### src/rtl/aont_pkg.sv
// rtl/aont_pkg.sv - shared types, FSM state codes and latin-square helpers for the AONT engine
//
// Purpose: default geometry, symbol/block typedefs, FSM state encodings and the
//          latin-square product / quotient used by the lanes and the leader chain.
// Ports:   none (package).

package aont_pkg;

   localparam int SYMW_DEF  = 4;
   localparam int LSLEN_DEF = 16;

   typedef logic [SYMW_DEF-1:0] sym_t;
   typedef sym_t [LSLEN_DEF-1:0] blk_t;

   localparam logic [1:0] IDLE   = 2'd0;
   localparam logic [1:0] LEADER = 2'd1;
   localparam logic [1:0] BLOCKS = 2'd2;
   localparam logic [1:0] TAIL   = 2'd3;

   // L[r][c] = ((r + c) mod 2**w) ^ x
   function automatic int unsigned ls_mul(input int unsigned r, input int unsigned c,
                                          input int unsigned x, input int unsigned w);
      int unsigned mask;
      mask = (32'd1 << w) - 32'd1;
      return ((r + c) & mask) ^ (x & mask);
   endfunction

   // Row recovery: the r with L[r][c] == e, i.e. ((e ^ x) - c) mod 2**w
   function automatic int unsigned ls_div(input int unsigned e, input int unsigned c,
                                          input int unsigned x, input int unsigned w);
      int unsigned mask;
      mask = (32'd1 << w) - 32'd1;
      return ((e ^ x) - c) & mask;
   endfunction

endpackage

### src/rtl/latin_square_lane.sv
// rtl/latin_square_lane.sv - one-symbol latin-square combine lane
//
// Purpose: per-symbol combinational encode/decode and accumulator update.
// Ports:   x        in  input symbol (plaintext when encoding, ciphertext when decoding)
//          col      in  column symbol, leader symbol xor block index
//          acc      in  current accumulator symbol
//          mode     in  0=encode, 1=decode
//          res      out output symbol (ciphertext or recovered plaintext)
//          acc_next out accumulator folded with the ciphertext symbol

module latin_square_lane import aont_pkg::*; #(
   parameter int              SYMW   = SYMW_DEF,
   parameter logic [SYMW-1:0] LS_XOR = '0
) (
   input  logic [SYMW-1:0] x,
   input  logic [SYMW-1:0] col,
   input  logic [SYMW-1:0] acc,
   input  logic            mode,
   output logic [SYMW-1:0] res,
   output logic [SYMW-1:0] acc_next
);

   logic [SYMW-1:0] enc;
   logic [SYMW-1:0] dec;
   logic [SYMW-1:0] ciph;

   assign enc = SYMW'(ls_mul(32'(x), 32'(col), 32'(LS_XOR), 32'(SYMW)));
   assign dec = SYMW'(ls_div(32'(x), 32'(col), 32'(LS_XOR), 32'(SYMW)));
   assign res = mode ? dec : enc;

   // The accumulator always absorbs ciphertext so both directions end on the same tail.
   assign ciph     = mode ? x : enc;
   assign acc_next = SYMW'(ls_mul(32'(acc), 32'(ciph), 32'(LS_XOR), 32'(SYMW)));

endmodule

### src/rtl/aont_ls_engine.sv
// rtl/aont_ls_engine.sv - latin-square all-or-nothing transform engine (top)
//
// Purpose: expands the key into a leader sequence, streams NBLK blocks through the
//          latin-square lanes and appends (encode) or checks (decode) the tail block.
// Ports:   clk, rst                        clock, async active-high reset
//          start, mode, key                transform request, captured in IDLE
//          in_valid, in_ready, in_data     input block stream
//          out_valid, out_ready, out_data,
//          out_last                        output block stream
//          busy, done, tail_err            status

module aont_ls_engine import aont_pkg::*; #(
   parameter int              SYMW   = SYMW_DEF,
   parameter int              LSLEN  = LSLEN_DEF,
   parameter int              NBLK   = 8,
   parameter logic [SYMW-1:0] LS_XOR = SYMW'(5)
) (
   input  logic                  clk,
   input  logic                  rst,
   input  logic                  start,
   input  logic                  mode,
   input  logic [LSLEN*SYMW-1:0] key,
   input  logic                  in_valid,
   output logic                  in_ready,
   input  logic [LSLEN*SYMW-1:0] in_data,
   output logic                  out_valid,
   input  logic                  out_ready,
   output logic [LSLEN*SYMW-1:0] out_data,
   output logic                  out_last,
   output logic                  busy,
   output logic                  done,
   output logic                  tail_err
);

   localparam int W  = LSLEN * SYMW;
   localparam int BW = $clog2(NBLK + 1);
   localparam int LW = $clog2(LSLEN);

   logic [1:0]      state;
   logic            mode_r;
   logic [W-1:0]    key_r;
   logic [W-1:0]    ld;
   logic [W-1:0]    acc;
   logic [BW-1:0]   blk;
   logic [LW-1:0]   lcnt;
   logic            tail_sent;

   logic [SYMW-1:0] c;
   logic [SYMW-1:0] ld_new;
   logic [W-1:0]    res;
   logic [W-1:0]    acc_nxt;
   logic [W-1:0]    tail_exp;
   logic            out_free;
   logic            fire;
   logic            last_blk;

   assign busy     = (state != IDLE);
   assign out_free = !out_valid || out_ready;
   assign in_ready = ((state == BLOCKS) || ((state == TAIL) && mode_r)) && out_free;
   assign fire     = in_valid && in_ready;
   assign last_blk = (blk == BW'(NBLK - 1));
   assign c        = SYMW'(blk);
   assign tail_exp = acc ^ ld;

   // The leader is built in a shift register: the newest symbol enters at the top,
   // so after LSLEN-1 shifts ld[j] sits in symbol slot j.
   assign ld_new = SYMW'(ls_mul(32'(key_r[int'(lcnt)*SYMW +: SYMW]), 32'(ld[W-1 -: SYMW]),
                                32'(LS_XOR), 32'(SYMW)));

   for (genvar j = 0; j < LSLEN; j++) begin : g_lane
      latin_square_lane #(.SYMW(SYMW), .LS_XOR(LS_XOR)) u_lane (
         .x        (in_data[j*SYMW +: SYMW]),
         .col      (ld[j*SYMW +: SYMW] ^ c),
         .acc      (acc[j*SYMW +: SYMW]),
         .mode     (mode_r),
         .res      (res[j*SYMW +: SYMW]),
         .acc_next (acc_nxt[j*SYMW +: SYMW])
      );
   end

   always_ff @(posedge clk or posedge rst) begin
      if (rst) begin
         state     <= IDLE;
         mode_r    <= 1'b0;
         key_r     <= '0;
         ld        <= '0;
         acc       <= '0;
         blk       <= '0;
         lcnt      <= '0;
         tail_sent <= 1'b0;
         out_valid <= 1'b0;
         out_data  <= '0;
         out_last  <= 1'b0;
         done      <= 1'b0;
         tail_err  <= 1'b0;
      end else begin
         done <= 1'b0;
         // Drain the output register; a reload below in the same cycle takes precedence.
         if (out_valid && out_ready) begin
            out_valid <= 1'b0;
            out_last  <= 1'b0;
         end
         case (state)
            IDLE: begin
               if (start) begin
                  mode_r    <= mode;
                  key_r     <= key;
                  acc       <= key;
                  ld        <= {key[SYMW-1:0], {(W-SYMW){1'b0}}};
                  lcnt      <= LW'(1);
                  blk       <= '0;
                  tail_sent <= 1'b0;
                  tail_err  <= 1'b0;
                  state     <= LEADER;
               end
            end
            LEADER: begin
               ld   <= {ld_new, ld[W-1:SYMW]};
               lcnt <= lcnt + LW'(1);
               if (lcnt == LW'(LSLEN - 1)) state <= BLOCKS;
            end
            BLOCKS: begin
               if (fire) begin
                  out_valid <= 1'b1;
                  out_data  <= res;
                  out_last  <= mode_r && last_blk;
                  acc       <= acc_nxt;
                  blk       <= blk + BW'(1);
                  if (last_blk) state <= TAIL;
               end
            end
            TAIL: begin
               if (!mode_r) begin
                  if (!tail_sent && out_free) begin
                     out_valid <= 1'b1;
                     out_data  <= tail_exp;
                     out_last  <= 1'b1;
                     tail_sent <= 1'b1;
                  end else if (tail_sent && out_valid && out_ready) begin
                     done  <= 1'b1;
                     state <= IDLE;
                  end
               end else if (fire) begin
                  tail_err <= (in_data != tail_exp);
                  done     <= 1'b1;
                  state    <= IDLE;
               end
            end
            default: state <= IDLE;
         endcase
      end
   end

endmodule

### config.mk
export PLATFORM = sky130hd
export DESIGN_NAME = aont_ls_engine
export DESIGN_NICKNAME = d
export VERILOG_FILES = /design/src/rtl/aont_pkg.sv /design/src/rtl/latin_square_lane.sv /design/src/rtl/aont_ls_engine.sv
export SDC_FILE = /design/constraint.sdc
export NUM_CORES = 1
export LEC_CHECK = 0
export ABC_AREA = 0
export CORE_AREA = 8 8 224 226
export DETAILED_ROUTE_END_ITERATION = 10
export DIE_AREA = 0 0 232 234
export DONT_BUFFER_PORTS = 1
export PLACE_DENSITY = 0.64
export SYNTH_ARGS = -nofsm -noshare
export SYNTH_HDL_FRONTEND = slang
export SYNTH_SLANG_ARGS = --single-unit
### constraint.sdc
create_clock -name clk -period 10.4 [get_ports clk]
set_clock_uncertainty 0.05 [all_clocks]
set_input_delay 2.08 -clock clk [delete_from_list [all_inputs] [get_ports clk]]
set_output_delay 2.08 -clock clk [all_outputs]
set_load 0.03 [all_outputs]
== Word level (Yosys, flattened, before mapping) ==
Cells that the tools add are included.
Operators by class
  add/sub/neg operators: 51
  multiply operators: 0
  divide/modulo/power cells: 0
  magnitude comparators: 0
  equal/unequal tests: 17
  shifts and indexed selects: 1
  muxes and demuxes: 77
  bitwise logic cells: 66
  reductions and logical operators: 25
Operators by type and width (count)
  two-way mux 64 bit: 6
  one-hot mux 64 bit (2 select lines): 3
  two-way mux 4 bit: 35
  adder 4 bit: 33
  NOT 2 bit: 49
  != test 64 bit: 1
  indexed part select 64 x 7 -> 4 bit: 1
  subtractor 4 bit: 16
  XOR 4 bit: 16
  XOR 64 bit: 1
  two-way mux 1 bit: 18
  two-way mux 2 bit: 8
  one-hot mux 4 bit (2 select lines): 2
  != test 2 bit, second input constant: 7
  AND reduction 4 bit: 3
  nonzero test 2 bit: 5
  adder 4 x 1 -> 4 bit, second input constant: 2
  logical AND 1 bit: 8
  one-hot mux 1 bit (2 select lines): 4
  one-hot mux 2 bit (4 select lines): 1
  AND reduction 7 bit: 1
  != test 3 bit, second input constant: 2
  == test 2 bit, second input constant: 2
  == test 4 x 3 -> 1 bit, second input constant: 1
  9 further kinds: 12
Storage, ports and cells
  register bits after elaboration: 272
  bits in latches: 0
  memory bits (writable): 0
  ROM bits: 0
  output and inout bits: 70
  memories: 0

== Logic depth before layout (Yosys ltp) ==
Gate-level depths: netlist (run 1).
  depth after elaboration: 8
  gate-level depth with buffers: 14
  depth with buffers taken out: 12

== Hierarchy ==
Synthesis (run 1) repeated with hierarchy kept, for this count alone.
Unflattened totals
  cells, all modules: 2179
  area total of the unflattened synthesis: 21410.5 µm²
By module, submodules not included
  aont_ls_engine: instances 1, cells each 1337, area an instance 14841.7 µm²
  latin_square_lane at g_lane[15].u_lane ...: instances 9, cells each 53, area an instance 416.6 µm²
  latin_square_lane at g_lane[0].u_lane ...: instances 6, cells each 53, area an instance 405.4 µm²
  latin_square_lane at g_lane[9].u_lane: instances 1, cells each 47, area an instance 386.6 µm²

== Worst setup path before layout (run 1) ==
Ideal clock, no wire load.
  kind: input port to output port
  start point: input port out_ready
  end point: output port in_ready
  arrival: 2544 ps
  required time: 8270 ps
  slack: 5726 ps
  cell stages on the path: 2
  cell sequence: nor2b_1 nor2_1
On the way
  cells in the longest elaborated chain, start to end: 2
Ends and longest elaborated chain
  from (decl): RTL line aont_ls_engine.sv:27  | input logic out_ready,
  logical OR 1 bit: RTL line aont_ls_engine.sv:58  | assign out_free = !out_valid || out_ready;
  logical AND 1 bit: RTL line aont_ls_engine.sv:59  | assign in_ready = ((state == BLOCKS) || ((state == TAIL) && mode_r)) && out_free;
  to (decl): RTL line aont_ls_engine.sv:24  | output logic in_ready,
No other way between the ends.

== Worst setup path in the final report (run 1) ==
Ends and elaborated chain as after synthesis.

==> metrics, run 1 <==
status finished, final reports clean; worst hold stages 1; Port Buffers 0; Multi-input gate area 13000 um2; CTS H-tree lvls 1; grt total ovfl 0; worst slew pin tran ~1.1 ns; slowest CP cell nor2_1; gp weighted congestion 0.887; worst hold start key_r[35]; fraction of layout instances using a drive strength above 1 under 10%; Power per Cell Area between 300 and 400 nW/um2; routed via count around 15k; DR pass1 iterations 5; hold_ws 0.446 ns; Num CTS Buffers 31; Syn Nets between 2k and 2.5k; Worst Reg2Reg Path Length in Cells 11; Crit Path Category in2out; Setup crit end kind primary output; worst hold endpoint key_r[35]; final net count 2336; largest net degree at the start of global routing roughly 160; Tcrit/Tclk final a little under half; clock share of power 14.3%; FF+latch area 6810 um2; sequential area share after synthesis 32.9%; vias in the first global route roughly 15k; clk sinks 272; FILL cells about 4.4k; clock-pin slew on the worst setup and hold paths ~0.060 ns; Final HPWL DP approximately 47000 um; area leader, netlist dfrtp_1; CP delay by family, top simple AND/OR/NAND/NOR gates; Final ANT Viol Nets 0; cell breakdown of the critical path nor2b_1 > nor2_1; max-slew violations 0; Post-Synth Adder-Cell Area ~14%; Peak Freq around 210 MHz; Final Hold Fails 0; Crit Path Max Fanout 3; final setup vio count 0; 1st-iter DRT viols 1141; CTS tree done; Area growth, synth to finish 7.47%; dpl cell area approximately 21000 um2; Synth Area in Simple Gates 8.35%; max cap viols 0; Comb power frac about 58%; clock tree buffer depth 3; ranking of synthesized cells by area dfrtp_1 33%, ha_1 9.3%, xnor2_1 6.7%; synth warn 0; Bufs and invs on worst path 0; die width between 200 and 250 um; RSZ-0062 raised after global routing false; fin crit period ~4.7 ns; RR Startpoint state[0]; Root Driver clkbuf_16; Die Y about 230 um; row cnt 80; io pins slightly above 200; Std-Cell Core Area 46800 um2; Int Power 4.39 mW; post-route design area 22300 um2; initial core utilization approximately 44%; setup bufs post-CTS 0; global-route wire length before repair about 95000 um; share of the synthesized area in the top cell type about a third; total power ~8.4 mW; FF-to-FF setup slack between 6 and 7 ns; Main synth FF type dfrtp_1; sequential power share 27.7%; cell count after synthesis about 2.1k; hold-fix buffers at CTS 0; worst hold-check path type reg2reg; largest family of logic cells by synthesized area XOR/XNOR gates; final setup margin approximately 5.7 ns; mux cell area share after synthesis between 8 and 9%; setup tns final 0 ns; initial antenna violation count 13; WP data arrival 2.58 ns; Post-synth ARST share between 90% and 100%; DRC violations left 0; Req. time, crit path roughly 8.3 ns; sw frac a little under half; Pleak just over 10 nW; switching pwr between 3 and 4 mW; DIE AREA ~54000 um2; Synth Area in Compound Gates ~16%; max incr delay on CP roughly 0.45 ns; Max transition margin 26.0%; Netlist cell types 51; xor and xnor fraction of the mapped netlist area about 16%; CTS resizes 0; worst flop-to-flop path endpoint acc[59]; Avg Cell Area, Syn between 9 and 10 um2; drt total wl around 63000 um; synthesized cell area roughly 21000 um2; Clock Latency Late Sink a little under 0.6 ns; flops & latches, synth approximately 270; dpl ws roughly 5.7 ns; maximum VDD drop between 0.2 and 0.25 mV; DR vias/cell ~5.7; CP startpoint kind primary input; gr usage total between 20% and 30%; Post-synth EDFFs 0; Avg WL per Cell around 24 um
cell usage after synthesis (all sizes together) (12+ instances only):
cell type and number:
nor2 78, nand3 12, a22o 61, a21o 68, mux4 20, nor2b 18
dfrtp 272, nor3 20, fa 49, mux2 77, xnor3 48, o21bai 17
clkbuf 120, xor2 103, a21oi 135, buf 20, mux2i 32, nand2 195
ha 154, o211ai 26, o21ai 189, xnor2 158, inv 121, nand4 14
layout make-up:
class / count / area share, %
clock buffers: 37 / 3.72
multi-input cells: 1558 / 58.3
flip-flops and latches: 272 / 30.6
repair buffers: 15 / 0.562
clock inverters: 20 / 1.22
diodes: 6 / 0.0675
well taps: 615 / 3.46
inverters: 121 / 2.07
how the worst max path moves through the flow:
stage,startpoint,end,slack (ns),depth (start not counted)
2_1_floorplan,rst,acc[0],0.77,1
3_3_place_gp,out_ready,in_ready,5.69,2
3_5_place_dp,out_ready,in_ready,5.69,2
4_1_cts,out_ready,in_ready,5.69,2
5_1_grt,out_ready,in_ready,5.67,2
6_report,out_ready,in_ready,5.69,2
power by group through the flow:
stage	clock, mW	sequential (mW)	combinational, mW
finish	1.20	2.32	4.86
global route	1.26	2.39	5.40
CTS	1.22	2.33	4.86
global placement	0	2.32	4.70
detailed placement	0	2.35	4.83
floorplan	0	2.06	3.85
kinds of logic after synthesis:
family | after synthesis
flip-flops | 272
AND/OR/NAND/NOR | 389
adder cells (fa/ha/maj) | 203
buffers and inverters | 261
XOR/XNOR | 309
AO/OA/AOI/OAI | 528
multiplexers | 129
placed cells by master, fill, tap and decap left out, types with 46 or more instances in the layout:
cell	count
inv_1	118
o21ai_0	142
a21o_1	67
a22o_1	61
a21oi_1	134
fa_1	49
ha_1	152
o21ai_1	46
nand2_1	194
mux2_2	70
xnor3_1	48
nor2_1	78
xor2_1	103
xnor2_1	158
dfrtp_1	269
sequential cells by signal, indices dropped and copies added, names as in the netlist:
register / cells
out_valid: 1
mode_r: 1
acc: 64
tail_err: 1
blk: 4
done: 1
key_r: 64
out_data: 64
out_last: 1
lcnt: 4
ld: 64
tail_sent: 1
state: 2
stage by stage:
stage	cells	util (%)
2_1_floorplan	2091	-
3_5_place_dp	2581	45.1
3_3_place_gp	2581	45.1
6_report	2644	47.5
5_1_grt	2639	47.5
4_1_cts	2638	47.5
metal layers:
layer | vias up | GRT usage, % | wire length, um
met5 | - | 0 | 115
met4 | 16 | 5.72 | 1500
met3 | 102 | 7.35 | 6130
met2 | 443 | 36.7 | 28800
met1 | 7431 | 30.0 | 26400
li1 | 7023 | - | -
(Power assumes the default switching activity.)
==> run 2: changes to the inputs <==
Clock period 10.4 ns to 4.84 ns, I/O delays scaled along.
==> run 2 against run 1 <==
Net effect:
- cell count increased by 0.72%
- flip-flop and latch count unchanged
- first-iteration DRC count decreased by 0.35%
- largest power group unchanged
==> metrics, run 2 (same netlist as run 1, synthesis figures left out) <==
status finished, final reports clean; Crit Path Category reg2reg; largest net degree at the start of global routing 148 (-5.7%); 1st-iter DRT viols 1137 (-0.35%); clk sinks 272 (unchanged); RSZ-0062 raised after global routing false; Tcrit/Tclk final between 70 and 80%; global-route wire length before repair 96200 um (+1.3%); met3 Use GR 7.77% (+0.41 points); clock-pin slew on the worst setup and hold paths 0.06 ns (about the same); Num CTS Buffers 34 (+9.7%); Pleak 10.4 nW (+1.4%); Setup crit end kind register; gp weighted congestion 0.906 (+2.2%); Avg WL per Cell 24.1 um (+1.3%); dpl ws 1.22 ns (-4.47 ns); met2 usage 35.7% (-1.0 points); Port Buffers 0 (unchanged); DIE AREA 54300 um2 (unchanged); Final Hold Fails 0 (unchanged); CTS H-tree lvls 2 (+1); die width 232 um (unchanged); Max transition margin 27.2% (+1.2 points); most used routing layer met2; initial antenna violation count 8 (-5); max cap viols 0 (unchanged); Die Y 234 um (unchanged); CTS resizes 0 (unchanged); WP data arrival 4.08 ns (+1.50 ns); Power per Cell Area 820 nW/um2 (+120%); gr usage total 23.4% (+0.41 points); Req. time, crit path 5.24 ns (-3.03 ns); total power 18.5 mW (+120%); vias in the first global route 15.0k (+1.3%); most common cell after layout, fill and taps aside dfrtp_1; Clock Latency Late Sink 0.54 ns (-0.05 ns); Crit Path Max Fanout 9 (+6); met1 Resource Use GR 30.9% (+0.87 points); max incr delay on CP 0.62 ns (+0.17 ns); DR pass1 iterations 5 (unchanged); io pins 204 (unchanged); fraction of layout instances using a drive strength above 1 9.08% (+0.67 points); worst hold-check path type in2async; maximum VDD drop 0.475 mV (+130%); Final ANT Viol Nets 0 (unchanged); Area growth, synth to finish 8.87%; CP startpoint kind register; row cnt 80 (unchanged); final setup vio count 0 (unchanged); routed via count 15.1k (+0.88%); Std-Cell Core Area 46800 um2 (unchanged); setup bufs post-CTS 0 (unchanged); DRC violations left 0 (unchanged); FF-to-FF setup slack 1.16 ns (-5.10 ns); cell breakdown of the critical path buf_4 > xor2_1 > ha_1 > fa_1 > nor2b_1 > a21o_1 > ha_1 > a21o_1 > a21oi_1 > xnor2_1 > nor3_1 > or2_0 > o211ai_1; hold-fix buffers at CTS 0 (unchanged); drt total wl 64200 um (+2.0%); Root Driver clkbuf_16; final setup margin 1.16 ns (-4.53 ns); Final HPWL DP 48500 um (+3.8%); max-slew violations 0 (unchanged); slowest CP cell dfrtp_1; grt total ovfl 0 (unchanged); DR vias/cell 5.69 (+0.16%); utilization after layout 48.1% (+0.62 points); fin crit period approximately 3.7 ns; worst slew pin tran 1.09 ns (-0.0212 ns); Peak Freq roughly 270 MHz; most frequent cells in the layout 269 x dfrtp_1, 194 x nand2_1, 158 x xnor2_1; final net count 2349 (+0.56%); CTS tree done; setup tns final 0 ns (unchanged); hold_ws 0.300 ns (-0.146 ns); initial core utilization 44.2% (unchanged); clock tree buffer depth 3 (unchanged)
-- run 2: cell count changes in the layout (fill, tap and decap cells not counted), sizes merged --
cell      previous run  this run
inv                121       120
clkinv              10         7
buf                 15        25
clkinvlp             4         5
bufinv               6         5
clkbuf              37        46
diode                6        10
-- run 2: final timing paths --
kind	from	depth (start not counted)	end
max	blk[0]	13	acc[39]
min	rst	1	acc[15]
max reg2reg	blk[0]	13	acc[39]
min reg2reg	key_r[39]	1	key_r[39]
max in group asynchronous	rst	2	acc[47]
min in group clk	key_r[39]	1	key_r[39]
-- run 2: critical path: cells and delay by family, from the launching register on --
family	cells	cell delay, ns
compound gates	4	0.72
buf+inv	1	0.31
simple gates	3	0.48
flops	1	0.62
fa+ha+maj	3	0.94
xor+xnor	2	0.46
-- run 2: through the flow --
stage	instances	area, um2
after floorplan	2091	20700
after global placement	2591	21300
after detailed placement	2591	21300
after CTS	2653	22500
after global routing	2655	22500
final	2663	22600
-- run 2: layout make-up --
type	instances	area (um2)
flip-flops and latches	272	6810
well taps	615	769
diodes	10	25.0
multi-input cells	1558	13000
fillers	4276	24300
clock buffers	46	1020
inverters	121	458
clock inverters	16	215
repair buffers	25	275
-- run 2: per-layer routing --
| metal | part of all wire, % | vias to the layer above |
|---|---|---|
| met2 | 44 | 520 |
| li1 | - | 7064 |
| met1 | 42 | 7450 |
| met4 | 3.3 | 4 |
| met3 | 10 | 109 |
| met5 | 0.047 | - |
-- run 2: report_power, final --
group          total, mW  leakage [nW]  switching, mW  internal, mW
registers           4.95          3.40           1.68          3.26
clock network       2.83         0.601           1.08          1.75
logic               10.7          6.37           5.96          4.76
total               18.5          10.4           8.72          9.78
